$ cat config.mk
export PLATFORM = sky130hd
export DESIGN_NAME = axi4stream_output_serializer
export DESIGN_NICKNAME = d
export VERILOG_FILES = /design/src/rtl/axi4stream_output_serializer.sv
export SDC_FILE = /design/constraint.sdc
export NUM_CORES = 1
export LEC_CHECK = 0
export BUFFER_PORTS_ARGS = -buffer_cell sky130_fd_sc_hd__buf_2
export CORE_UTILIZATION = 52
export CTS_CLUSTER_DIAMETER = 100
export DETAILED_ROUTE_END_ITERATION = 12
export PLACE_DENSITY_LB_ADDON = 0.25
export SETUP_SLACK_MARGIN = 0.02
export SYNTH_ARGS = -nofsm -noshare
export SYNTH_HDL_FRONTEND = slang
export SYNTH_SLANG_ARGS = --single-unit
$ cat constraint.sdc
create_clock -name aclk -period 2.1 [get_ports aclk]
set_clock_uncertainty 0.2 [all_clocks]
set_input_delay 0.315 -clock aclk [delete_from_list [all_inputs] [get_ports aclk]]
set_output_delay 0.315 -clock aclk [all_outputs]
set_load 0.02 [all_outputs]
$ cat src/rtl/axi4stream_output_serializer.sv
// rtl/axi4stream_output_serializer.sv - wide parallel word to narrow AXI4-Stream beat serializer
//
// Purpose:
//   Accepts one BUFFER_WIDTH-bit word per valid/ready handshake and emits it as
//   NUM_BEATS AXI_WIDTH-bit stream beats, least-significant slice first. The
//   final beat carries tlast and has the bits above LAST_PACKET_WIDTH-1 forced
//   to zero, so it is the exact inverse of the input buffer's packing.
//
// Ports:
//   aclk      in   single clock, rising edge
//   areset    in   asynchronous active-low reset
//   myBuffer  in   [BUFFER_WIDTH-1:0] parallel word, sampled on the handshake edge
//   valid     in   myBuffer holds a word
//   ready     out  a word can be accepted this cycle
//   tdata     out  [AXI_WIDTH-1:0] stream data
//   tvalid    out  tdata/tlast valid (registered)
//   tlast     out  final beat of the current word
//   tready    in   consumer accepts the beat
//   busy      out  a word is in flight or held
//
// Configuration:
//   AXI4STREAM_OUTPUT_SERIALIZER_PREFETCH_EN - when defined, adds a one-word
//   holding register so back-to-back words stream with no idle bubble.

module axi4stream_output_serializer #(
  parameter int AXI_WIDTH    = 8,
  parameter int BUFFER_WIDTH = 35
) (
  input  logic                    aclk,
  input  logic                    areset,
  input  logic [BUFFER_WIDTH-1:0] myBuffer,
  input  logic                    valid,
  output logic                    ready,
  output logic [AXI_WIDTH-1:0]    tdata,
  output logic                    tvalid,
  output logic                    tlast,
  input  logic                    tready,
  output logic                    busy
);

  localparam int NUM_BEATS         = (BUFFER_WIDTH + AXI_WIDTH - 1) / AXI_WIDTH;
  localparam int LAST_PACKET_WIDTH = BUFFER_WIDTH - (NUM_BEATS - 1) * AXI_WIDTH;
  localparam int CNT_W             = (NUM_BEATS > 1) ? $clog2(NUM_BEATS) : 1;

  localparam logic [CNT_W-1:0]     LAST_CNT  = CNT_W'(NUM_BEATS - 1);
  // Keeps only the LAST_PACKET_WIDTH valid bits of the final beat.
  localparam logic [AXI_WIDTH-1:0] LAST_MASK = {AXI_WIDTH{1'b1}} >> (AXI_WIDTH - LAST_PACKET_WIDTH);

  localparam logic [0:0] S_IDLE = 1'b0;
  localparam logic [0:0] S_SEND = 1'b1;

  logic [0:0]              state_q, state_d;
  logic [BUFFER_WIDTH-1:0] shreg_q, shreg_d;
  logic [CNT_W-1:0]        cnt_q, cnt_d;
  // Low until the first edge after reset release, so ready stays 0 in reset.
  logic                    alive_q;

`ifdef AXI4STREAM_OUTPUT_SERIALIZER_PREFETCH_EN
  logic [BUFFER_WIDTH-1:0] hold_q, hold_d;
  logic                    hold_full_q, hold_full_d;
`endif

  logic                 in_hs;
  logic                 beat_hs;
  logic                 last_beat;
  logic [AXI_WIDTH-1:0] low_slice;

  assign last_beat = (state_q == S_SEND) && (cnt_q == LAST_CNT);
  assign in_hs     = valid && ready;
  assign beat_hs   = (state_q == S_SEND) && tready;
  // Truncates a wide word, zero-extends when the word is narrower than a beat.
  assign low_slice = AXI_WIDTH'(shreg_q);

`ifdef AXI4STREAM_OUTPUT_SERIALIZER_PREFETCH_EN
  assign ready = alive_q && !hold_full_q;
  assign busy  = (state_q == S_SEND) || hold_full_q;
`else
  assign ready = alive_q && (state_q == S_IDLE);
  assign busy  = (state_q == S_SEND);
`endif

  assign tvalid = (state_q == S_SEND);
  assign tlast  = last_beat;
  assign tdata  = tvalid ? (low_slice & (last_beat ? LAST_MASK : {AXI_WIDTH{1'b1}}))
                         : {AXI_WIDTH{1'b0}};

  always_comb begin
    state_d = state_q;
    shreg_d = shreg_q;
    cnt_d   = cnt_q;
`ifdef AXI4STREAM_OUTPUT_SERIALIZER_PREFETCH_EN
    hold_d      = hold_q;
    hold_full_d = hold_full_q;
`endif
    case (state_q)
      S_IDLE: begin
        if (in_hs) begin
          shreg_d = myBuffer;
          cnt_d   = '0;
          state_d = S_SEND;
        end
      end
      default: begin
        if (beat_hs) begin
          if (!last_beat) begin
            shreg_d = shreg_q >> AXI_WIDTH;
            cnt_d   = cnt_q + 1'b1;
          end else begin
`ifdef AXI4STREAM_OUTPUT_SERIALIZER_PREFETCH_EN
            if (hold_full_q) begin
              shreg_d     = hold_q;
              cnt_d       = '0;
              hold_full_d = 1'b0;
            end else if (in_hs) begin
              // Same-cycle input goes straight into the shifter.
              shreg_d = myBuffer;
              cnt_d   = '0;
            end else begin
              state_d = S_IDLE;
            end
`else
            state_d = S_IDLE;
`endif
          end
        end
`ifdef AXI4STREAM_OUTPUT_SERIALIZER_PREFETCH_EN
        // Any other accept during SEND parks the word; ready=0 when hold is full.
        if (in_hs && !(beat_hs && last_beat && !hold_full_q)) begin
          hold_d      = myBuffer;
          hold_full_d = 1'b1;
        end
`endif
      end
    endcase
  end

  always_ff @(posedge aclk or negedge areset) begin
    if (!areset) begin
      state_q <= S_IDLE;
      shreg_q <= '0;
      cnt_q   <= '0;
      alive_q <= 1'b0;
`ifdef AXI4STREAM_OUTPUT_SERIALIZER_PREFETCH_EN
      hold_q      <= '0;
      hold_full_q <= 1'b0;
`endif
    end else begin
      state_q <= state_d;
      shreg_q <= shreg_d;
      cnt_q   <= cnt_d;
      alive_q <= 1'b1;
`ifdef AXI4STREAM_OUTPUT_SERIALIZER_PREFETCH_EN
      hold_q      <= hold_d;
      hold_full_q <= hold_full_d;
`endif
    end
  end

endmodule
==> results of run 1 <==
## flip-flops by register name, indices dropped and copies added (netlist names)
register  cells
shreg_q      35
cnt_q         3
alive_q       1
busy          1
## logic make-up after synthesis
kind of cell,synth area share
multiplexers,0.318
flip-flops,0.504
AND/OR/NAND/NOR,0.0737
buffers and inverters,0.0403
AO/OA/AOI/OAI,0.0498
adder cells (fa/ha/maj),0.0126
other,0.00189
## Yosys cell counts
| master | instances | share of area |
|---|---|---|
| o21ai_0 | 1 | 0.0025 |
| nand2_1 | 1 | 0.0019 |
| conb_1 | 1 | 0.0019 |
| and3b_1 | 1 | 0.0044 |
| inv_1 | 3 | 0.0057 |
| buf_2 | 1 | 0.0025 |
| a21o_1 | 7 | 0.026 |
| buf_4 | 2 | 0.0076 |
| mux2_2 | 35 | 0.20 |
| a31oi_4 | 1 | 0.011 |
| buf_6 | 3 | 0.017 |
| a31oi_1 | 1 | 0.0032 |
| a21oi_1 | 1 | 0.0025 |
| mux2_1 | 21 | 0.12 |
| a22o_1 | 1 | 0.0044 |
| nor3b_1 | 1 | 0.0038 |
| clkbuf_1 | 4 | 0.0076 |
| ha_1 | 2 | 0.013 |
| and2_1 | 3 | 0.0095 |
| nor2_1 | 1 | 0.0019 |
| nor2b_1 | 2 | 0.0063 |
| dfrtp_1 | 40 | 0.50 |
| and3_1 | 13 | 0.041 |
| nor3_1 | 1 | 0.0025 |
| nand3_1 | 1 | 0.0025 |
## placed cells by master, fill, tap and decap left out, drive strengths merged
cell         Yosys  routed
inv              3       3
nor3b            1       1
clkinv           0       1
a22o             1       1
mux2            56      56
dlygate4sd3      0       1
nor2             1       1
nor2b            2       2
buf              6      59
dfrtp           40      40
and2             3       3
a21o             7       7
and3b            1       1
and3            13      13
o21ai            1       1
ha               2       2
clkbuf           4       6
a31oi            2       2
nor3             1       1
nand3            1       1
conb             1       1
nand2            1       1
a21oi            1       1
## path summary, 6_finish.rpt
path | startpoint | endpoint | slack (ns)
min | tready | busy | 0.13
max in group asynchronous | areset | cnt_q[0] | 0.70
max reg2reg | cnt_q[1] | shreg_q[5] | 0.24
max | cnt_q[1] | tdata[6] | 0.11
min in group asynchronous | areset | shreg_q[33] | 0.40
min reg2reg | shreg_q[30] | shreg_q[30] | 0.28
## layout make-up
cell class | instances | area, µm² | area share
clock buffer | 6 | 72.6 | 0.0302
clock inverter | 1 | 5.00 | 0.00208
inverter | 3 | 11.3 | 0.00468
multi-input combinational | 95 | 910 | 0.378
sequential | 40 | 1000 | 0.417
tap | 48 | 60.1 | 0.0250
timing repair buffer | 60 | 344 | 0.143
## through the flow
step                      cells  setup WS (ns)
after floorplan             148         0.0623
after global placement      244          0.270
after detailed placement    244          0.209
after CTS                   252         0.0590
after global routing        253        0.00252
final                       253          0.108
## worst max-delay path, delay by kind of cell, from the launching register on
family	cells	cell delay, ns
fa+ha+maj	1	0.18
simple gates	2	0.26
buf+inv	3	0.35
flops	1	0.40
## metal layers
metal  wire, µm  vias to the layer above  track usage
li1           -                      637            -
met1       1650                      634        0.266
met2       1920                       36        0.356
met3        169                        6       0.0643
met4         46                        0       0.0739
met5          0                        -            0
## where the power goes
group | internal, mW | switching [mW]
clock network | 0.226 | 0.241
logic | 0.802 | 0.718
registers | 1.02 | 0.131
total | 2.05 | 1.09
## timing repair
item                                   4_1_cts  5_1_grt
hold buffers                                 1        0
setup endpoints to repair                    1        5
endpoints found under the hold margin       31        0
setup buffers                                0        1
gates resized for setup                      2        1
==> flow_summary.json, run 1 <==
{
  "status": "complete, no violations",
  "cp-end-kind": "output pin",
  "final_util": 0.657,
  "clkTransAtPathRegs_ns": 0.07,
  "initial_utilization": 0.542,
  "antenna_left": 0,
  "hold_viol": 0,
  "drcViolationCount": 0,
  "place_area_um2": 2300,
  "n_fill_cell": 287,
  "cp_slowest_cell": "dfrtp_1",
  "htree_levels": 2,
  "ys_types": 25,
  "portBuffers": 50,
  "ys_warn_count": 0,
  "rows": 22,
  "timing.fmax_ghz": 0.502,
  "wire_per_inst_um": 15.0,
  "p_leak_nw": 1.36,
  "final_cell_area_um2": 2400,
  "drt_wl_total_mm": 3.79,
  "ioPinCount": 51,
  "worst_pin_slew_ns": 0.690,
  "clockBufferDepth": 2,
  "die_area_um2": 4070,
  "grt_pass1_wl_mm": 6.52,
  "drive_gt1_frac": 0.507,
  "synth_area_um2": 1990,
  "drt_first_pass_iters": 4,
  "die_y_um": 63.8,
  "antenna_found_initial": 0,
  "globalplace.congestion": 0.719,
  "syn_avg_cell_area_um2": 13.4,
  "maxSlewViolCount": 0,
  "fin_tns_setup_ns": 0,
  "vias_per_cell": 5.19,
  "drv_cap": 0,
  "layout.nets": 246,
  "core-area_um2": 3660,
  "finalSetupViolCount": 0,
  "ys_ff_latch": 40,
  "grt.overflow.total": 0,
  "syn_nets": 189,
  "powerDensity_nw_per_um2": 1300,
  "insertedDiodeCount": 0,
  "fin_crit_ns": 1.99,
  "via_count": 1313,
  "clock-root-buffer": "clkbuf_8",
  "crit_path_max_incr_delay_ns": 0.40,
  "die_w_um": 63.8,
  "reg2reg_depth": 6,
  "startpoint_type": "register",
  "cts_tree": "yes",
  "crit_type": "register to output pin",
  "cts_num_sinks": 40,
  "crit_chain": "inv_1 -> ha_2 -> nand2_2 -> buf_6 -> and3_1 -> buf_2",
  "cp.arrival_ns": 1.48,
  "rsz0062_at_grt": "no",
  "syn_to_final_growth_pct": 21.1,
  "synth_seq_area_share": 0.504,
  "clock_latency_ns": 0.29,
  "min_path_cells": 2,
  "grt_pass1_vias": 1380,
  "min_period_over_period": 0.948,
  "hp-class": "primary input to register",
  "crit_fanout": 8,
  "finalPower_mw": 3.14,
  "grt_max_degree": 33,
  "worst_slew_margin_rel": 0.540,
  "drtIter0Drc": 39,
  "grt_usage": 0.215,
  "synthCells": 148,
  "peakVddDrop_uv": 749,
  "fin_hold_ws_ns": 0.126,
  "crit_required_ns": 1.58,
  "numCtsBuffers": 5,
  "dpl.hpwl_mm": 2.85
}
Power figures use the tool's default switching activity.
==> inputs of run 2 (changes only) <==
--- a/config.mk
+++ b/config.mk
@@ -6,6 +6,7 @@
 export NUM_CORES = 1
 export LEC_CHECK = 0
 export BUFFER_PORTS_ARGS = -buffer_cell sky130_fd_sc_hd__buf_2
+export CORE_ASPECT_RATIO = 1.2
 export CORE_UTILIZATION = 52
 export CTS_CLUSTER_DIAMETER = 100
 export DETAILED_ROUTE_END_ITERATION = 12
==> run 2 against run 1 <==
Compared with the run above:
- wire length rose by 4.6%
- register-to-register slack improved by 0.04 ns
- via count rose by 1.9%
- core utilization rose by 0.84 points
==> flow_summary.json, run 2 (synthesized netlist as in run 1, its figures left out) <==
{
  "top_register": "shreg_q",
  "die_y_um": 69.7,
  "drtIter0Drc": 36,
  "cts_num_sinks": 40,
  "cts_tree": "yes",
  "insertedDiodeCount": 0,
  "drt_wl_total_mm": 3.96,
  "globalplace.congestion": 0.712,
  "htree_levels": 2,
  "min_period_over_period": 0.963,
  "die_w_um": 58.4,
  "ioPinCount": 51,
  "grt_usage": 0.223,
  "finalSetupViolCount": 0,
  "dpl.hpwl_mm": 2.82,
  "drive_gt1_frac": 0.500,
  "final_cell_mix": "buf_2 (50), dfrtp_1 (39), mux2_2 (35)",
  "crit_type": "register to output pin",
  "hold_viol": 0,
  "fin_crit_ns": 2.02,
  "cp.arrival_ns": 1.51,
  "grt_pass1_wl_mm": 6.69,
  "rows": 24,
  "numCtsBuffers": 5,
  "antenna_left": 0,
  "peakVddDrop_uv": 869,
  "crit_fanout": 8,
  "clockBufferDepth": 2,
  "grt_max_degree": 41,
  "grt_pass1_vias": 1418,
  "drcViolationCount": 0,
  "die_area_um2": 4070,
  "crit_required_ns": 1.58,
  "final_cell_area_um2": 2420,
  "status": "complete, no violations",
  "worst_slew_margin_rel": 0.411,
  "fin_hold_ws_ns": 0.119,
  "final_common_cell": "buf_2",
  "place_area_um2": 2280,
  "worst_pin_slew_ns": 0.884,
  "wire_per_inst_um": 15.5,
  "startpoint_type": "register",
  "clkTransAtPathRegs_ns": 0.08,
  "via_count": 1338,
  "initial_utilization": 0.546,
  "ff2ff_setup_slack_ns": 0.28,
  "cp-end-kind": "output pin",
  "core-area_um2": 3630,
  "layout.nets": 244,
  "hp-class": "primary input to register",
  "powerDensity_nw_per_um2": 1330,
  "clock_latency_ns": 0.29,
  "rsz0062_at_grt": "yes",
  "timing.fmax_ghz": 0.494,
  "drv_cap": 0,
  "maxSlewViolCount": 0,
  "antenna_found_initial": 0,
  "drt_first_pass_iters": 3,
  "top_regs": "shreg_q: 35 flops, cnt_q: 3 flops",
  "grt.overflow.total": 0,
  "syn_to_final_growth_pct": 21.7,
  "portBuffers": 50,
  "vias_per_cell": 5.23,
  "p_leak_nw": 1.36,
  "clock-root-buffer": "clkbuf_8",
  "n_fill_cell": 276,
  "largest_reg_flops": 35
}
run 2: final cells by class:
cell class	count	area, µm²	area share
sequential	40	1000	0.415
tap	52	65.1	0.0269
clock buffer	8	90.1	0.0373
timing repair buffer	58	329	0.136
inverter	3	11.3	0.00466
multi-input combinational	95	920	0.380
run 2: worst max-delay path: stages (launching register included):
cell	delay [ns]
dfrtp_1	0.41
inv_1	0.10
ha_4	0.14
nand2_2	0.07
buf_4	0.17
and3_1	0.18
buf_2	0.15
run 2: metrics by stage:
| stage | setup slack (ns) | total power [mW] | cells | TNS [ns] | util |
|---|---|---|---|---|---|
| 6_report | 0.0772 | 3.21 | 256 | 0 | 0.665 |
| 2_1_floorplan | 0.0623 | 2.28 | 148 | 0 | - |
| 4_1_cts | 0.0404 | 3.18 | 255 | 0 | 0.658 |
| 3_3_place_gp | 0.313 | 2.55 | 245 | 0 | 0.628 |
| 3_5_place_dp | 0.232 | 2.64 | 245 | 0 | 0.628 |
| 5_1_grt | -0.0288 | 3.43 | 256 | -0.0526 | 0.665 |
run 2: repair_timing:
action | 4_1_cts | 5_1_grt
buffers inserted | 1 | 1
hold endpoints to repair | 40 | 0
gates resized for setup | 0 | 4
setup endpoints to repair | 2 | 6
hold buffers | 1 | 0
run 2: routing by layer:
layer / wire length, µm / track usage / vias to the layer above
met3: 170 / 0.0597 / 6
met2: 1940 / 0.350 / 36
li1: - / - / 637
met4: 63 / 0.0847 / 0
met5: 0 / 0 / -
met1: 1790 / 0.292 / 659
run 2: final timing paths:
kind / startpoint / end / cells past startpoint
max in group asynchronous: areset / busy / 2
setup / recovery: cnt_q[1] / tdata[3] / 6
setup reg to reg: cnt_q[1] / shreg_q[24] / 6
hold reg to reg: shreg_q[34] / shreg_q[34] / 1
hold / removal: tready / busy / 2
min in group asynchronous: areset / shreg_q[33] / 2
run 2: power by group:
| group | switching [mW] | total (mW) | internal [mW] |
|---|---|---|---|
| Combinational | 0.719 | 1.53 | 0.809 |
| Sequential | 0.133 | 1.15 | 1.02 |
| Clock | 0.259 | 0.527 | 0.268 |
| Total | 1.11 | 3.21 | 2.10 |
